**config.mk**
```make
export PLATFORM = sky130hd
export DESIGN_NAME = mod_exp_engine
export DESIGN_NICKNAME = d
export VERILOG_FILES = /design/src/rtl/mod_exp_pkg.sv /design/src/rtl/mod_mult_serial.sv /design/src/rtl/mod_exp_engine.sv
export SDC_FILE = /design/constraint.sdc
export NUM_CORES = 1
export LEC_CHECK = 0
export BUFFER_PORTS_ARGS = -buffer_cell sky130_fd_sc_hd__buf_2
export CAP_MARGIN = 10
export CORE_MARGIN = 8
export CORE_UTILIZATION = 49
export DETAILED_ROUTE_END_ITERATION = 10
export PLACE_DENSITY = 0.7
export SETUP_SLACK_MARGIN = 0.02
export SKIP_CTS_REPAIR_TIMING = 1
export SLEW_MARGIN = 40
export SYNTH_ARGS = -nofsm -noshare
export SYNTH_HDL_FRONTEND = slang
export SYNTH_SLANG_ARGS = --single-unit
```
**constraint.sdc**
```tcl
create_clock -name clk -period 8.94 [get_ports clk]
set_clock_uncertainty 0.05 [all_clocks]
set_input_delay 2.235 -clock clk [delete_from_list [all_inputs] [get_ports clk]]
set_output_delay 2.235 -clock clk [all_outputs]
set_load 0.03 [all_outputs]
```
**src/rtl/mod_exp_pkg.sv**
```systemverilog
// -----------------------------------------------------------------------------
// mod_exp_pkg
// Shared definitions for the modular exponentiation engine.
//   state_t / IDLE..DONE : FSM state encoding used by mod_exp_engine
//   mult_cycles()        : cycles taken by one serial modular multiply
//                          (one load cycle plus one cycle per multiplier bit)
// -----------------------------------------------------------------------------
package mod_exp_pkg;

    typedef logic [2:0] state_t;

    localparam state_t IDLE   = 3'd0;
    localparam state_t REDUCE = 3'd1;
    localparam state_t SQUARE = 3'd2;
    localparam state_t MULT   = 3'd3;
    localparam state_t DONE   = 3'd4;

    function automatic int mult_cycles(input int n_w);
        return n_w + 1;
    endfunction

endpackage

```
**src/rtl/mod_mult_serial.sv**
```systemverilog
// -----------------------------------------------------------------------------
// mod_mult_serial
// Bit-serial interleaved modular multiplier: p = a*b mod N.
// Takes mult_cycles(N_W) cycles: the cycle in which go is seen loads the
// operands, then one cycle per bit of b, MSB first. Requires a, b < N.
// Ports:
//   clk, rst   clock, asynchronous active-high reset
//   go         start a multiply (ignored while busy)
//   a, b, N    operands and modulus, captured on go
//   busy       multiply in progress
//   done       final iteration cycle; p is valid in this cycle only
//   p          product modulo N
// -----------------------------------------------------------------------------
module mod_mult_serial
    import mod_exp_pkg::*;
#(
    parameter int N_W = 16
) (
    input  logic           clk,
    input  logic           rst,
    input  logic           go,
    input  logic [N_W-1:0] a,
    input  logic [N_W-1:0] b,
    input  logic [N_W-1:0] N,
    output logic           busy,
    output logic           done,
    output logic [N_W-1:0] p
);

    localparam int MULT_CYCLES = mult_cycles(N_W);
    localparam int ITERS       = MULT_CYCLES - 1;
    localparam int CW          = $clog2(ITERS + 1);

    logic [N_W+1:0] r;
    logic [N_W-1:0] a_q;
    logic [N_W-1:0] b_q;
    logic [N_W-1:0] n_q;
    logic [CW-1:0]  cnt;

    logic [N_W+1:0] dbl;
    logic [N_W+1:0] dbl_m;
    logic [N_W+1:0] sum;
    logic [N_W+1:0] r_next;

    // One interleaved step. r < N on entry, so 2r and (r mod N)+a both stay
    // below 2N and a single conditional subtract brings each back below N.
    // NOTE: every always_comb output is assigned on every path, so no latch.
    always_comb begin
        dbl    = r << 1;
        dbl_m  = (dbl >= {2'b00, n_q}) ? dbl - {2'b00, n_q} : dbl;
        sum    = dbl_m + (b_q[N_W-1] ? {2'b00, a_q} : '0);
        r_next = (sum >= {2'b00, n_q}) ? sum - {2'b00, n_q} : sum;
    end

    assign done = busy && (cnt == '0);
    assign p    = N_W'(r_next);

    // NOTE: state registers use non-blocking assignments and every one of
    // them is cleared by the asynchronous reset.
    always_ff @(posedge clk or posedge rst) begin
        if (rst) begin
            r    <= '0;
            a_q  <= '0;
            b_q  <= '0;
            n_q  <= '0;
            cnt  <= '0;
            busy <= 1'b0;
        end else if (!busy) begin
            if (go) begin
                r    <= '0;
                a_q  <= a;
                b_q  <= b;
                n_q  <= N;
                cnt  <= CW'(ITERS - 1);
                busy <= 1'b1;
            end
        end else begin
            r   <= r_next;
            b_q <= b_q << 1;
            if (cnt == '0) begin
                busy <= 1'b0;
            end else begin
                cnt <= cnt - CW'(1);
            end
        end
    end

endmodule

```
**src/rtl/mod_exp_engine.sv**
```systemverilog
// -----------------------------------------------------------------------------
// mod_exp_engine
// Sequential modular exponentiation, result = base^expo mod N, using
// left-to-right square-and-multiply over one shared mod_mult_serial.
// Ports:
//   clk, rst         clock, asynchronous active-high reset
//   start            request, accepted only while ready=1
//   base, expo, N    operands, sampled on accept
//   ready            idle, able to accept start
//   result           base^expo mod N, held until the next accept
//   valid            one-cycle pulse when result is fresh
//   err              raised with valid when the sampled N was 0
// -----------------------------------------------------------------------------
module mod_exp_engine
    import mod_exp_pkg::*;
#(
    parameter int BASE_W     = 16,
    parameter int EXPO_W     = 16,
    parameter int N_W        = 16,
    parameter int CONST_TIME = 1
) (
    input  logic              clk,
    input  logic              rst,
    input  logic              start,
    input  logic [BASE_W-1:0] base,
    input  logic [EXPO_W-1:0] expo,
    input  logic [N_W-1:0]    N,
    output logic              ready,
    output logic [N_W-1:0]    result,
    output logic              valid,
    output logic              err
);

    localparam int BW = (BASE_W > 1) ? $clog2(BASE_W) : 1;
    localparam int EW = (EXPO_W > 1) ? $clog2(EXPO_W) : 1;

    state_t            state;
    logic [BASE_W-1:0] base_q;
    logic [EXPO_W-1:0] expo_q;
    logic [N_W-1:0]    n_q;
    logic [N_W-1:0]    acc;
    logic [N_W-1:0]    red_r;    // base mod N once REDUCE has finished
    logic [BW-1:0]     red_idx;
    logic [EW-1:0]     bit_idx;

    logic              mult_go;
    logic              mult_busy;
    logic              mult_done;
    logic [N_W-1:0]    mult_b;
    logic [N_W-1:0]    mult_p;

    logic [N_W:0]      red_dbl;
    logic [N_W:0]      red_next;
    logic              bit_set;

    // Same double / compare / subtract step as the multiplier, with the next
    // base bit shifted in where the multiplier adds a.
    always_comb begin
        red_dbl  = {red_r, base_q[red_idx]};
        red_next = (red_dbl >= {1'b0, n_q}) ? red_dbl - {1'b0, n_q} : red_dbl;
    end

    assign bit_set = expo_q[bit_idx];
    assign mult_go = ((state == SQUARE) || (state == MULT)) && !mult_busy;
    assign mult_b  = (state == MULT) ? red_r : acc;
    assign ready   = (state == IDLE);
    assign valid   = (state == DONE);

    mod_mult_serial #(.N_W(N_W)) u_mult (
        .clk  (clk),
        .rst  (rst),
        .go   (mult_go),
        .a    (acc),
        .b    (mult_b),
        .N    (n_q),
        .busy (mult_busy),
        .done (mult_done),
        .p    (mult_p)
    );

    always_ff @(posedge clk or posedge rst) begin
        if (rst) begin
            state   <= IDLE;
            base_q  <= '0;
            expo_q  <= '0;
            n_q     <= '0;
            acc     <= '0;
            red_r   <= '0;
            red_idx <= '0;
            bit_idx <= '0;
            result  <= '0;
            err     <= 1'b0;
        end else begin
            case (state)
                IDLE: begin
                    if (start) begin
                        base_q  <= base;
                        expo_q  <= expo;
                        n_q     <= N;
                        red_r   <= '0;
                        red_idx <= BW'(BASE_W - 1);
                        bit_idx <= EW'(EXPO_W - 1);
                        result  <= '0;
                        // 1 mod 1 is 0, so the running product starts at 0.
                        acc     <= (N == N_W'(1)) ? '0 : N_W'(1);
                        if (N == '0) begin
                            err   <= 1'b1;
                            state <= DONE;
                        end else begin
                            err   <= 1'b0;
                            state <= REDUCE;
                        end
                    end
                end

                REDUCE: begin
                    red_r <= N_W'(red_next);
                    if (red_idx == '0) begin
                        state <= SQUARE;
                    end else begin
                        red_idx <= red_idx - BW'(1);
                    end
                end

                SQUARE: begin
                    if (mult_done) begin
                        acc <= mult_p;
                        if ((CONST_TIME != 0) || bit_set) begin
                            state <= MULT;
                        end else if (bit_idx == '0) begin
                            result <= mult_p;
                            state  <= DONE;
                        end else begin
                            bit_idx <= bit_idx - EW'(1);
                        end
                    end
                end

                MULT: begin
                    // In constant-time mode the product for a 0 bit is
                    // computed and dropped so timing does not leak expo.
                    if (mult_done) begin
                        if (bit_set) begin
                            acc <= mult_p;
                        end
                        if (bit_idx == '0) begin
                            result <= bit_set ? mult_p : acc;
                            state  <= DONE;
                        end else begin
                            bit_idx <= bit_idx - EW'(1);
                            state   <= SQUARE;
                        end
                    end
                end

                DONE: begin
                    state <= IDLE;
                end

                default: begin
                    state <= IDLE;
                end
            endcase
        end
    end

endmodule

```
-- After elaboration in Yosys (flattened, before gate mapping)
Index checks and enable logic that the tools add are counted.
- add/subtract/negate cells: 7
- $lt $le $gt $ge: 5
- equality and inequality tests: 13
- multiplexer cells: 44
- bitwise operators: 1
- reduce and logical (&&, ||, !) cells: 22
- operators with widths (kind ; count):
    $mux 16 ; 12
    $pmux 16 s2 ; 2
    $mux 17 ; 3
    $pmux 16 s3 ; 1
    $ge 18x16->1 ; 2
    $add 18x16->18 ; 1
    $mux 18 ; 1
    $mux 3 ; 6
    $sub 18x16->18 ; 1
    $ge 17x16->1 ; 1
    $sub 17x16->17 ; 1
    $eq 16x1->1 const B ; 1
    $logic_not 16->1 ; 1
    $mux 4 ; 4
    $pmux 4 s2 ; 2
    $reduce_and 4->1 ; 4
    $sub 16x16->16 ; 1
    $mux 5 ; 3
    $ne 2x2->1 const B ; 7
    $pmux 3 s4 ; 1
    $lt 4x5->1 const B ; 2
    $bmux 1 s4 ; 2
    $logic_not 4->1 ; 2
    $reduce_and 2->1 ; 4
    other kinds (16) ; 27
- register bits after elaboration: 179
- input port bits: 51
- logic and storage cells: 108

-- Longest topological paths before layout
Gate-level depths: netlist of the first run.
- depth after elaboration: 9
- depth in mapped cells: 30
- depth with buffers taken out: 28

-- By module
From an unflattened synthesis of the first run, not the netlist that was laid out.
- cells, all modules: 1316
- area total of the unflattened synthesis: 12037.8 um^2
- by module, submodules not included (module ; instances ; cells each ; area an instance (um^2) ; sequential area each (um^2)):
    mod_exp_engine ; 1 ; 596 ; 6075.8 ; 2702.6
    mod_mult_serial ; 1 ; 720 ; 5962.0 ; 1776.7

-- Worst setup path before layout of the first run
OpenSTA, ideal clock, no wires.
- path type: reg2reg
- start: register u_mult.r[1]
- end: register u_mult.r[10]
- setup time: 0.146 ns
- arrival: 5.608 ns
- required time: 8.744 ns
- slack: 3.136 ns
- stages on the path, launching flop included: 26
- period minus slack after synthesis: 5.804 ns
- cell sequence: dfrtp_1 > ha_1 > a211oi_1 > o31ai_1 > nand4_1 > nand3_1 > clkbuf_1 > mux2_2 > ha_1 > a21oi_1 > o211ai_1 > a31oi_1 > nand2_1 > a21o_1 > a211oi_1 > xnor2_1 > ha_1 > nand4_1 > nor4_1 > nor3_1 > o211ai_1 > nor2b_1 > o31ai_4 > buf_8 > mux2i_1 > mux2i_1
- cells in the longest elaborated chain, start to end: 6
- elaborated cells on any way between the ends: 8
- those cells by class: add/sub (3); order compare (2); mux (3)
- RTL lines (what ; RTL line ; source):
    start: declaration ; mod_mult_serial.sv:34 ; logic [N_W+1:0] r;
    start signal: assignment ; mod_mult_serial.sv:78 ; r <= r_next;
    $sub 18x16->18 / $ge 18x16->1 (equally long branches) ; mod_mult_serial.sv:50 ; dbl_m = (dbl >= {2'b00, n_q}) ? dbl - {2'b00, n_q} : dbl;
    $mux 18 (*) ; mod_mult_serial.sv:50 ;
    $add 18x16->18 (*) ; mod_mult_serial.sv:51 ; sum = dbl_m + (b_q[N_W-1] ? {2'b00, a_q} : '0);
    $sub 17x16->17 / $ge 18x16->1 (equally long branches) ; mod_mult_serial.sv:52 ; r_next = (sum >= {2'b00, n_q}) ? sum - {2'b00, n_q} : sum;
    $mux 17 (*) ; mod_mult_serial.sv:52 ;
    $mux 17 (*) ; mod_mult_serial.sv:68 ; end else if (!busy) begin
Mark *: on every way between the ends. The rest lies on a longest branch, timed or not.
A chain may end at the register's enable or synchronous reset.

-- Worst setup path in the final report of the first run
- start: register u_mult.n_q[0]
- end: register acc[5]
- cells in the longest elaborated chain, start to end: 8
- elaborated cells on any way between the ends: 11
- those cells by class: add/sub (3); order compare (2); mux (6)
- RTL lines (what ; RTL line ; source):
    start: declaration ; mod_mult_serial.sv:37 ; logic [N_W-1:0] n_q;
    start signal: assignment ; mod_mult_serial.sv:65 ; n_q <= '0;
    start signal: assignment ; mod_mult_serial.sv:73 ; n_q <= N;
    $sub 18x16->18 / $ge 18x16->1 (equally long branches) ; mod_mult_serial.sv:50 ;
    $mux 18 ; mod_mult_serial.sv:50 ;
    $add 18x16->18 ; mod_mult_serial.sv:51 ;
    $sub 17x16->17 / $ge 18x16->1 (equally long branches) ; mod_mult_serial.sv:52 ;
    $mux 17 (*) ; mod_mult_serial.sv:52 ;
    $mux 16 ; mod_exp_engine.sv:143 ; if (bit_set) begin
    $mux 16 ; mod_exp_engine.sv:142 ; if (mult_done) begin
    $pmux 16 s3 (*) ; mod_exp_engine.sv:94 ; case (state)
    end signal: assignment ; mod_exp_engine.sv:105 ; acc <= (N == N_W'(1)) ? '0 : N_W'(1);
    end signal: assignment ; mod_exp_engine.sv:127 ; acc <= mult_p;
    end signal: assignment ; mod_exp_engine.sv:144 ; acc <= mult_p;
    end: declaration ; mod_exp_engine.sv:41 ; logic [N_W-1:0] acc;
Mark *: on every way between the ends. The rest lies on a longest branch, timed or not. The select of a mux whose other input is x is not followed.

==> flow_metrics.py, run 1 <==
metrics = {
    "die": {
        "core_mm2": 0.02243,
        "die_y_um": 166.7,
        "start_util": 0.4959,
        "row_count": 55,
        "die_w_um": 166.7,
        "io_pins": 70,
        "die_area_mm2": 0.02778,
    },
    "setup_path": {
        "crit_buf_inv": 2,
        "r2r-start": "u_mult.n_q[0]",
        "path_common_cell": "a211oi_1",
        "worstSetupPathType": "flop to flop",
        "reg2reg_slack_ps": 2020,
        "cp_max_fo": 23,
        "max_stage_delay_ps": 630,
        "critical_path.top_delay_family": "compound AO/OA/AOI/OAI gates",
        "worstPathArrival_ps": 7170,
        "r2r-end": "acc[5]",
        "rr_worst_depth": 23,
        "cp_slowest_cell": "a211oi_1",
        "cp_cell_sequence": "inv_1, fa_1, a211oi_1, o31ai_1, nand4_1, nand3_2, mux2_2, ha_1, a211oi_1, o21ai_0, a21o_1, a211oi_1, a21oi_1, ha_1, and4_1, a211oi_1, o211ai_1, nor2b_1, nand4b_1, o31ai_4, buf_4, mux2i_1, o21ai_0",
        "worstPathRequired_ps": 9190,
        "critPathCaptureType": "flop",
        "cp-start-kind": "flop",
    },
    "run_status": {
        "status": "completed",
    },
    "cts": {
        "htree_levels": 4,
        "cts_tree": "yes",
        "insertion_delay_ps": 430,
        "path_clk_slew_ps": 70,
        "cts_sinks": 179,
        "cts_buffers": 17,
        "clockBufferDepth": 2,
        "root_buffer": "clkbuf_16",
    },
    "yosys": {
        "synthFlopType": "dfrtp_1",
        "ys_types": 73,
        "syn_inst": 1225,
        "synth-edff-count": 0,
        "yosysSeqAreaShare": 0.4027,
        "yosysWarnings": 0,
        "synthesis.area_mm2": 0.01112,
        "synth_area_per_cell_um2": 9.081,
        "async_reset_ff_frac": 1.000,
        "ys_ff_latch": 179,
        "synth_nets": 1348,
    },
    "route": {
        "drt_iter0_drc": 686,
        "drtAntennaViolNets": 0,
        "first_pass_iters": 5,
        "drc": 0,
        "drt-total-wl_mm": 28.68,
        "vias_per_cell": 5.800,
        "wl_per_cell_um": 18.32,
        "num_vias": 9083,
    },
    "timing": {
        "final-setup-viol-count": 0,
        "worstMarginPinSlew_ps": 810.5,
        "finalMaxSlewViolations": 0,
        "fmax_ghz": 0.1445,
        "fin_crit_sh": 0.7739,
        "max_slew_margin": 0.4596,
        "finalHoldViolCount": 0,
        "fin_crit_ps": 6918,
        "tns_ps": 0,
        "rsz0062_at_grt": "no",
        "final.setup.worst_slack_ps": 2022,
    },
    "placed_design": {
        "placed_cells": 1534,
        "numPortBuffers": 69,
        "dpl_cell_area_mm2": 0.01171,
        "dp_slack_ps": 1858,
        "detailed_place_hpwl_mm": 21.01,
        "globalplace.congestion": 0.9293,
    },
    "finish": {
        "drive_gt1_frac": 0.1335,
        "finalNonFillerCells": 1566,
        "final_cell_mix": "nand2_1 (206), dfrtp_1 (178), o21ai_0 (103)",
        "layout_commonest_cell": "nand2_1",
        "final_nets": 1391,
        "regMostFlops": "u_mult.r",
        "largest_register_ffs": 17,
        "area_growth_pct": 10.30,
        "fin_area_mm2": 0.01227,
        "diodes": 0,
    },
    "min_path": {
        "holdPathStages": 2,
        "min_to": "base_q[3]",
        "hold_start": "base_q[3]",
        "hp-class": "flop to flop",
    },
    "grt": {
        "use_met2": 0.3275,
        "busiest_layer": "met2",
        "met1_usage": 0.2888,
        "grt_pass1_vias": 8934,
        "use_met3": 0.03073,
        "overflow": 0,
        "grt_first_pass_wirelength_mm": 46.76,
        "antenna_found_initial": 0,
        "track_usage": 0.2072,
        "grt_max_degree": 105,
    },
    "flow_run": {
        "cap_violations": 0,
    },
}
==> area by class of cell <==
cell class,instances,area [um^2]
Timing Repair Buffer,79,424.2
Inverter,56,217.7
Sequential cell,179,4481
Clock buffer,19,452.9
Fill cell,2066,10160
Tap cell,285,356.6
Clock inverter,13,102.6
Multi-Input combinational cell,935,6236
==> worst register-to-register path: stages, from the launching register on <==
cell and delay, ps:
dfrtp_1 390, inv_1 120, fa_1 490, a211oi_1 290, o31ai_1 150, nand4_1 190
nand3_2 410, mux2_2 460, ha_1 300, a211oi_1 320, o21ai_0 230, a21o_1 210
a211oi_1 230, a21oi_1 90, ha_1 350, and4_1 210, a211oi_1 630, o211ai_1 200
nor2b_1 200, nand4b_1 230, o31ai_4 90, buf_4 330, mux2i_1 430, o21ai_0 160
==> worst max-delay path by stage <==
stage                  start        end  slack [ps]  cells after the start
6_report       u_mult.n_q[0]     acc[5]        2020                     23
5_1_grt        u_mult.n_q[0]  result[4]        1540                     26
4_1_cts        u_mult.n_q[0]     acc[5]        1770                     23
3_5_place_dp   u_mult.n_q[0]  result[6]        1860                     26
3_3_place_gp   u_mult.n_q[0]  result[4]        2030                     26
2_1_floorplan            rst     acc[0]        1800                      1
==> synthesized netlist by cell type (22+ instances only) <==
cell | n | share of area
nand2_1 | 207 | 0.070
dfrtp_1 | 179 | 0.40
o21ai_0 | 103 | 0.046
a21oi_1 | 76 | 0.034
nor2_1 | 71 | 0.024
ha_1 | 68 | 0.076
mux2i_1 | 61 | 0.055
inv_1 | 56 | 0.019
clkbuf_1 | 47 | 0.016
xnor2_1 | 36 | 0.028
mux2_2 | 23 | 0.023
nand3_1 | 23 | 0.010
nor3_1 | 22 | 0.0099
==> kinds of logic (layout without fill, tap and decap cells) <==
kind of cell / count (synthesis) / count (layout) / share of synthesized area
AND/OR/NAND/NOR: 406 / 406 / 0.1638
AO/OA/AOI/OAI: 304 / 304 / 0.1648
flip-flops: 179 / 179 / 0.4027
buffers and inverters: 111 / 167 / 0.03925
multiplexers: 96 / 96 / 0.1010
adder cells (fa/ha/maj): 72 / 72 / 0.08368
XOR/XNOR: 57 / 57 / 0.04488
==> per-stage QoR <==
| step | utilization | hold slack [ps] |
|---|---|---|
| after floorplan | - | 390.3 |
| after global placement | 0.5215 | 403.1 |
| after detailed placement | 0.5219 | 409.1 |
| after CTS | 0.5467 | 428.0 |
| after global routing | 0.5470 | 453.6 |
| final | 0.5470 | 423.8 |
==> routing by layer <==
metal / share of wire / vias up / routed length (um)
met5: 0 / - / 0
met4: 0.024 / 0 / 683
met3: 0.057 / 39 / 1621
met2: 0.46 / 254 / 13080
met1: 0.46 / 4401 / 13300
li1: - / 4389 / -
Power of run 1 is not shown: default switching activity piles up to over one toggle a cycle in this logic, so the estimate is an artifact.
==> inputs of run 2 (changes only) <==
Clock period 8.94 ns to 6.7 ns, I/O delays scaled along.
==> flow_metrics.py, run 2 (synthesis gave the netlist of run 1 again) <==
metrics = {
    "finish": {
        "layout_commonest_cell": "nand2_1",
        "largest_register_ffs": 17,
        "area_growth_pct": 11.70,
        "regMostFlops": "u_mult.r",
        "finalNonFillerCells": 1570,
        "final_cell_mix": "nand2_1 (206), dfrtp_1 (178), o21ai_0 (103)",
        "drive_gt1_frac": 0.1455,
        "final_nets": 1395,
        "diodes": 0,
    },
    "timing": {
        "final-setup-viol-count": 0,
        "fin_crit_ps": 6324,
        "finalMaxSlewViolations": 0,
        "finalHoldViolCount": 0,
        "fmax_ghz": 0.1581,
        "max_slew_margin": 0.4473,
        "fin_crit_sh": 0.9439,
        "worstMarginPinSlew_ps": 829.0,
    },
    "run_status": {
        "status": "completed",
    },
    "flow_run": {
        "cap_violations": 0,
    },
    "placed_design": {
        "numPortBuffers": 69,
        "placed_cells": 1538,
        "detailed_place_hpwl_mm": 21.17,
        "globalplace.congestion": 0.9210,
    },
    "cts": {
        "cts_tree": "yes",
        "cts_buffers": 17,
        "cts_sinks": 179,
        "insertion_delay_ps": 440,
        "htree_levels": 4,
        "clockBufferDepth": 2,
        "root_buffer": "clkbuf_16",
        "path_clk_slew_ps": 80,
    },
    "setup_path": {
        "path_common_cell": "nor2_1",
        "cp-start-kind": "flop",
        "worstSetupPathType": "flop to flop",
        "worstPathRequired_ps": 6940,
        "critPathCaptureType": "flop",
        "crit_buf_inv": 2,
        "cp_slowest_cell": "fa_1",
        "cp_max_fo": 17,
        "worstPathArrival_ps": 6560,
        "max_stage_delay_ps": 450,
        "critical_path.top_delay_family": "compound AO/OA/AOI/OAI gates",
    },
    "die": {
        "core_mm2": 0.02243,
        "io_pins": 70,
        "die_w_um": 166.7,
        "start_util": 0.4959,
        "die_y_um": 166.7,
        "row_count": 55,
        "die_area_mm2": 0.02778,
    },
    "route": {
        "drc": 0,
        "first_pass_iters": 5,
        "num_vias": 9151,
        "wl_per_cell_um": 18.44,
        "vias_per_cell": 5.829,
        "drtAntennaViolNets": 0,
        "drt_iter0_drc": 808,
        "drt-total-wl_mm": 28.95,
    },
    "grt": {
        "grt_max_degree": 79,
        "overflow": 0,
        "track_usage": 0.2093,
        "grt_first_pass_wirelength_mm": 47.46,
        "grt_pass1_vias": 9044,
        "antenna_found_initial": 0,
    },
    "min_path": {
        "hp-class": "flop to flop",
    },
}
-- run 2: changes by cell type in the layout (fill, tap and decap cells not counted), sizes merged --
cell / delta
clkinvlp: -3
buf: +4
clkinv: -2
bufinv: +3
inv: +2
-- run 2: layer usage --
layer / track usage / wire (um)
met5: 0 / 0
met4: 0.06385 / 561
met3: 0.04303 / 1745
met2: 0.3325 / 13570
met1: 0.2836 / 13070
-- run 2: layout make-up --
class / count / area (um^2)
Fill cell: 1998 / 10010
Multi-Input combinational cell: 935 / 6302
Sequential cell: 179 / 4481
Timing Repair Buffer: 83 / 466.7
Clock buffer: 19 / 432.9
Tap cell: 285 / 356.6
Inverter: 56 / 215.2
Clock inverter: 13 / 171.4
-- run 2: final timing paths --
kind	endpoint	cells past startpoint	startpoint	slack (ps)
min in group asynchronous	red_r[4]	2	rst	1320
max reg2reg	u_mult.r[8]	27	u_mult.n_q[5]	380
min reg2reg	expo_q[14]	2	expo_q[14]	420
min	expo_q[14]	2	expo_q[14]	420
max in group asynchronous	u_mult.n_q[9]	3	rst	4080
max	u_mult.r[8]	27	u_mult.n_q[5]	380
-- run 2: through the flow --
stage	util	hold slack, ps	worst slack, ps	area [um^2]	TNS [ps]
after CTS	0.5499	425.0	146.5	12340	0
after global routing	0.5539	439.8	-12.00	12430	-31.55
after global placement	0.5229	404.0	208.1	11730	0
final	0.5539	424.7	375.6	12430	0
after detailed placement	0.5230	407.0	199.1	11730	0
after floorplan	-	390.3	116.4	11120	0
-- run 2: worst min-delay path, delay by kind of cell, from the launching register on --
kind             cells  cell delay [ps]
and+or+nand+nor      2              100
DFF                  1              340
Power of run 2 is left out for the same reason.
